[config.mk]
export PLATFORM = sky130hd
export DESIGN_NAME = rt_get_arbiter
export DESIGN_NICKNAME = d
export VERILOG_FILES = /design/src/rtl/rt_get_arbiter.sv
export SDC_FILE = /design/constraint.sdc
export NUM_CORES = 1
export LEC_CHECK = 0
export CAP_MARGIN = 20
export CELL_PAD_IN_SITES_DETAIL_PLACEMENT = 1
export CELL_PAD_IN_SITES_GLOBAL_PLACEMENT = 1
export CORE_MARGIN = 2
export CORE_UTILIZATION = 29
export DETAILED_ROUTE_END_ITERATION = 8
export GPL_TIMING_DRIVEN = 0
export PLACE_DENSITY = 0.6
export SLEW_MARGIN = 30
export SYNTH_ARGS = -nofsm -noshare
export SYNTH_HDL_FRONTEND = slang
export SYNTH_SLANG_ARGS = --single-unit
[constraint.sdc]
create_clock -name clk -period 3.8 [get_ports clk]
set_clock_uncertainty 0.15 [all_clocks]
set_input_delay 0.57 -clock clk [delete_from_list [all_inputs] [get_ports clk]]
set_output_delay 0.57 -clock clk [all_outputs]
set_load 0.02 [all_outputs]
[src/rtl/rt_get_arbiter.sv]
// Round-robin arbiter sharing one timed resource, with response budgets.
// Ports: clk, rst_n, req, ctrl_ok, clr_budget, response -> grant, _rt_get, busy, denied, error.
module rt_get_arbiter #(
  parameter int N_REQ   = 2,
  parameter int BUDGET  = 3,
  parameter int TIMEOUT = 7
) (
  input  logic             clk,
  input  logic             rst_n,
  input  logic [N_REQ-1:0] req,
  input  logic             ctrl_ok,
  input  logic             clr_budget,
  input  logic             response,
  output logic [N_REQ-1:0] grant,
  output logic             _rt_get,
  output logic             busy,
  output logic             denied,
  output logic             error
);

  localparam int LW = (N_REQ > 1) ? $clog2(N_REQ) : 1;
  localparam int CW = $clog2(BUDGET + 1);
  localparam int TW = (TIMEOUT > 1) ? $clog2(TIMEOUT) : 1;

  localparam logic [CW-1:0]    CMAX  = CW'(BUDGET);
  localparam logic [TW-1:0]    TLAST = TW'(TIMEOUT - 1);
  localparam logic [N_REQ-1:0] ONE   = N_REQ'(1);
  localparam logic [LW-1:0]    LRST  = LW'(N_REQ - 1);

  typedef enum logic [1:0] {
    IDLE,
    ISSUE,
    WAIT
  } state_t;

  state_t            state;
  logic [CW-1:0]     cnt [N_REQ];
  logic [TW-1:0]     timer;
  logic [LW-1:0]     last;
  logic [LW-1:0]     owner;
  logic [N_REQ-1:0]  exhausted;
  logic [N_REQ-1:0]  elig;
  logic [LW-1:0]     pick;
  logic [LW-1:0]     hi;
  logic [LW-1:0]     lo;
  logic              hi_ok;

  always_comb begin
    for (int k = 0; k < N_REQ; k++) begin
      exhausted[k] = (cnt[k] == CMAX);
    end
  end

  assign elig = req & ~exhausted;

  // Lowest eligible index above last wins; otherwise wrap to the
  // lowest eligible index overall.
  always_comb begin
    hi    = '0;
    lo    = '0;
    hi_ok = 1'b0;
    for (int k = N_REQ - 1; k >= 0; k--) begin
      if (elig[k]) begin
        lo = LW'(k);
        if (k > int'(last)) begin
          hi    = LW'(k);
          hi_ok = 1'b1;
        end
      end
    end
    pick = hi_ok ? hi : lo;
  end

  always_ff @(posedge clk or negedge rst_n) begin
    if (!rst_n) begin
      state   <= IDLE;
      grant   <= '0;
      _rt_get <= 1'b0;
      busy    <= 1'b0;
      denied  <= 1'b0;
      error   <= 1'b0;
      timer   <= '0;
      last    <= LRST;
      owner   <= '0;
      for (int k = 0; k < N_REQ; k++) begin
        cnt[k] <= '0;
      end
    end else begin
      denied <= 1'b0;
      unique case (state)
        IDLE: begin
          denied <= |(req & exhausted);
          if (response) begin
            error <= 1'b1;
          end
          if (ctrl_ok && |elig) begin
            grant   <= ONE << pick;
            owner   <= pick;
            _rt_get <= 1'b1;
            busy    <= 1'b1;
            state   <= ISSUE;
          end
        end
        ISSUE: begin
          _rt_get <= 1'b0;
          timer   <= '0;
          state   <= WAIT;
          if (response) begin
            error <= 1'b1;
          end
        end
        WAIT: begin
          if (response) begin
            for (int k = 0; k < N_REQ; k++) begin
              if (LW'(k) == owner && cnt[k] != CMAX) begin
                cnt[k] <= cnt[k] + 1'b1;
              end
            end
            last  <= owner;
            grant <= '0;
            busy  <= 1'b0;
            state <= IDLE;
          end else if (timer == TLAST) begin
            error <= 1'b1;
            last  <= owner;
            grant <= '0;
            busy  <= 1'b0;
            state <= IDLE;
          end else begin
            timer <= timer + 1'b1;
          end
        end
        default: state <= IDLE;
      endcase
      // Clearing takes priority over a same-edge increment.
      if (clr_budget) begin
        for (int k = 0; k < N_REQ; k++) begin
          cnt[k] <= '0;
        end
      end
    end
  end

endmodule
==> flow_summary.yaml, run 1 <==
worst_setup_path:
  end_kind: "output port"
  worst_path_largest_cell_delay_ps: 610
  crit_fanout: 2
  crit_path_start_kind: "flip-flop"
  cpLargestDelayFamily: "buffers and inverters"
  required_ps: 3080
  crit_slowest_cell: "clkdlybuf4s50_1"
  cp_data_arrival_time_ps: 1280
  crit_path_cell_trace: "clkdlybuf4s50_1"
  timing_worst_setup_path_type: "flip-flop to output port"
  cp_num_buf_inv: 1
cells_and_area:
  layout_commonest_cell: "dfrtp_1"
  mostFrequentLayoutCells: "dfrtp_1 (16), clkdlybuf4s50_1 (12), inv_1 (7), a21oi_1 (7), o21ai_0 (7)"
  syn2layout_area_growth_pct: 21.7
  drive_gt1_frac: 0.0909
  final_util: 0.376
  antenna_cells: 0
  fin_nets: 111
  finalNonFillerCells: 130
  fillers: 322
min_path:
  holdCritPathClass: "flip-flop to flip-flop"
placement:
  place_hpwl_mm: 1.43
  dp_slack_ps: 1600
  port_buffers: 12
  finalWeightedCongestion: 0.724
  place_inst: 126
die:
  boundaryPins: 13
  rows: 19
  initial_core_util: 0.309
  die_area_um2: 3420
  die_w_um: 58.4
  die_h_um: 58.4
  core_um2: 2780
synthesis:
  synth_nets: 94
  synth_xor_area_frac: 0
  synth_compound_area_frac: 0.162
  ys_async_sr_fraction: 1.00
  synthAdderAreaFrac: 0.0582
  synth_top_family_by_area: "simple AND/OR/NAND/NOR gates"
  synth-simple-area-share: 0.210
  muxShareOfSynthArea: 0.0247
  synth.distinct_cells: 32
  synthFlopType: "dfrtp_1"
  ys_seq_elements: 17
  synth-edff-count: 0
  ys_seq_area_frac: 0.496
  syn-cell-area_um2: 860
  syn_avg_cell_area_um2: 10.4
  yosys_warnings: 0
  syn_inst: 83
cts:
  clk_latency_ps: 300
  clkSinkCount: 17
  cts.root.buffer_cell: "clkbuf_4"
  cts_setup_buffers: 0
  cts_tree: "built"
  cts.path.max_buffers: 2
  numCtsBuffers: 3
  htree_levels: 1
  path_clk_slew_ps: 110
  hold_buffers: 0
  post_cts_resized: 0
power_and_ir_drop:
  vdd_ir_drop_max_mv: 0.286
  p_leak_uw: 0.000453
  power_density_nw_per_um2: 538
sta:
  fin_crit_sh: 0.526
  clock.fmax_mhz: 501
  finalSetupTns_ps: 0
  layout_min_cycle_time_ps: 2000
  worstMarginPinSlew_ps: 800
  finalHoldViolations: 0
  maxSlewHeadroom: 0.465
  rsz0062_at_grt: "false"
  setup_ws_ps: 1800
  drv_slew: 0
  finalSetupViolCount: 0
  whs_ps: 344
routing:
  drt-pass1-iter-count: 4
  drc: 0
  vias: 697
  drtIter0Drc: 12
  wl_per_cell_um: 15.2
  final_antenna_net_count: 0
  viasPerCell: 5.36
  wl_mm: 1.97
grt:
  grt_pass1_vias: 754
  grt.total_usage: 0.141
  grt_pass1_wl_mm: 3.57
  grt_max_degree: 18
  overflow: 0
  antenna_found_initial: 0
outcome:
  outcome: "finished, final reports clean"
run:
  maxCapViolations: 0
## state kept, by name (all words and copies together), names as in the netlist
signal and flops:
_rt_get 1, busy 1, cnt 4, denied 1
error 1, grant 2, last 1, owner 1
state 2, timer 3
## worst paths after layout
check | cells past startpoint | slack [ps] | to | from
max | 1 | 1800 | grant[1] | grant[1]
min | 1 | 340 | _rt_get | _rt_get
max reg2reg | 5 | 2090 | last | timer[0]
min reg2reg | 1 | 340 | _rt_get | _rt_get
max in group asynchronous | 1 | 2430 | cnt[0] | rst_n
min in group asynchronous | 1 | 570 | owner | rst_n
## routing by layer
metal | track usage | vias up | routed length, um
met4 | 0.0399 | 0 | 11
met2 | 0.239 | 10 | 989
met3 | 0.0527 | 3 | 90
li1 | - | 332 | -
met1 | 0.166 | 352 | 882
met5 | 0 | - | 0
## report_power, final
part | total (uW) | leakage (uW) | internal, uW | switching (uW)
Combinational | 200 | 0.000222 | 92.0 | 108
Sequential | 263 | 0.000213 | 228 | 34.9
Clock | 100 | 0.0000177 | 39.3 | 60.9
Total | 563 | 0.000453 | 360 | 204
## Yosys cell counts, drive strengths merged (2+ instances only)
| library cell | number | area share |
|---|---|---|
| dfrtp | 16 | 0.47 |
| a21oi | 7 | 0.041 |
| inv | 7 | 0.031 |
| o21ai | 7 | 0.041 |
| nand3 | 6 | 0.035 |
| ha | 4 | 0.058 |
| nand2b | 3 | 0.022 |
| nand3b | 3 | 0.041 |
| o31ai | 3 | 0.026 |
| buf | 2 | 0.019 |
| nand2 | 2 | 0.0087 |
| nor2 | 2 | 0.0087 |
| nor2b | 2 | 0.015 |
| nor3 | 2 | 0.012 |
| or3 | 2 | 0.015 |
## per-stage QoR
step                power (uW)  instance area (um2)
global placement           464                 1020
CTS                        575                 1050
floorplan                  384                  860
global route               615                 1050
detailed placement         469                 1020
finish                     563                 1050
## cells by family after synthesis
kind of cell	Yosys count
flops	17
fa+ha+maj	4
mux	2
simple gates	28
compound gates	23
buf+inv	9
## final cells by class
type                            count  area (um2)  area share
Buffer                              2        16.3      0.0156
Clock buffer                        3        22.5      0.0215
Tap cell                           31        38.8      0.0371
Sequential cell                    17         427       0.408
Multi-Input combinational cell     57         390       0.373
Inverter                            7        26.3      0.0251
Clock inverter                      1        5.00     0.00478
Timing Repair Buffer               12         120       0.115
Note: power is estimated with default switching activity, not from simulation.
==> run 2, diff against run 1 <==
clock period = 2 ns   (was 3.8 ns; I/O delays follow)
==> results of run 2 <==
Same layout as run 1 (identical final DEF). Status: finished, final reports clean.
Main changes from that run: setup slack after placement 1600 ps -> 68.1 ps; setup slack after layout 1800 ps -> 273 ps; hold slack 344 ps -> 301 ps; register-to-register setup slack 2090 ps -> 290 ps; total power 563 uW -> 1070 uW; worst IR drop on VDD 0.286 mV -> 0.543 mV
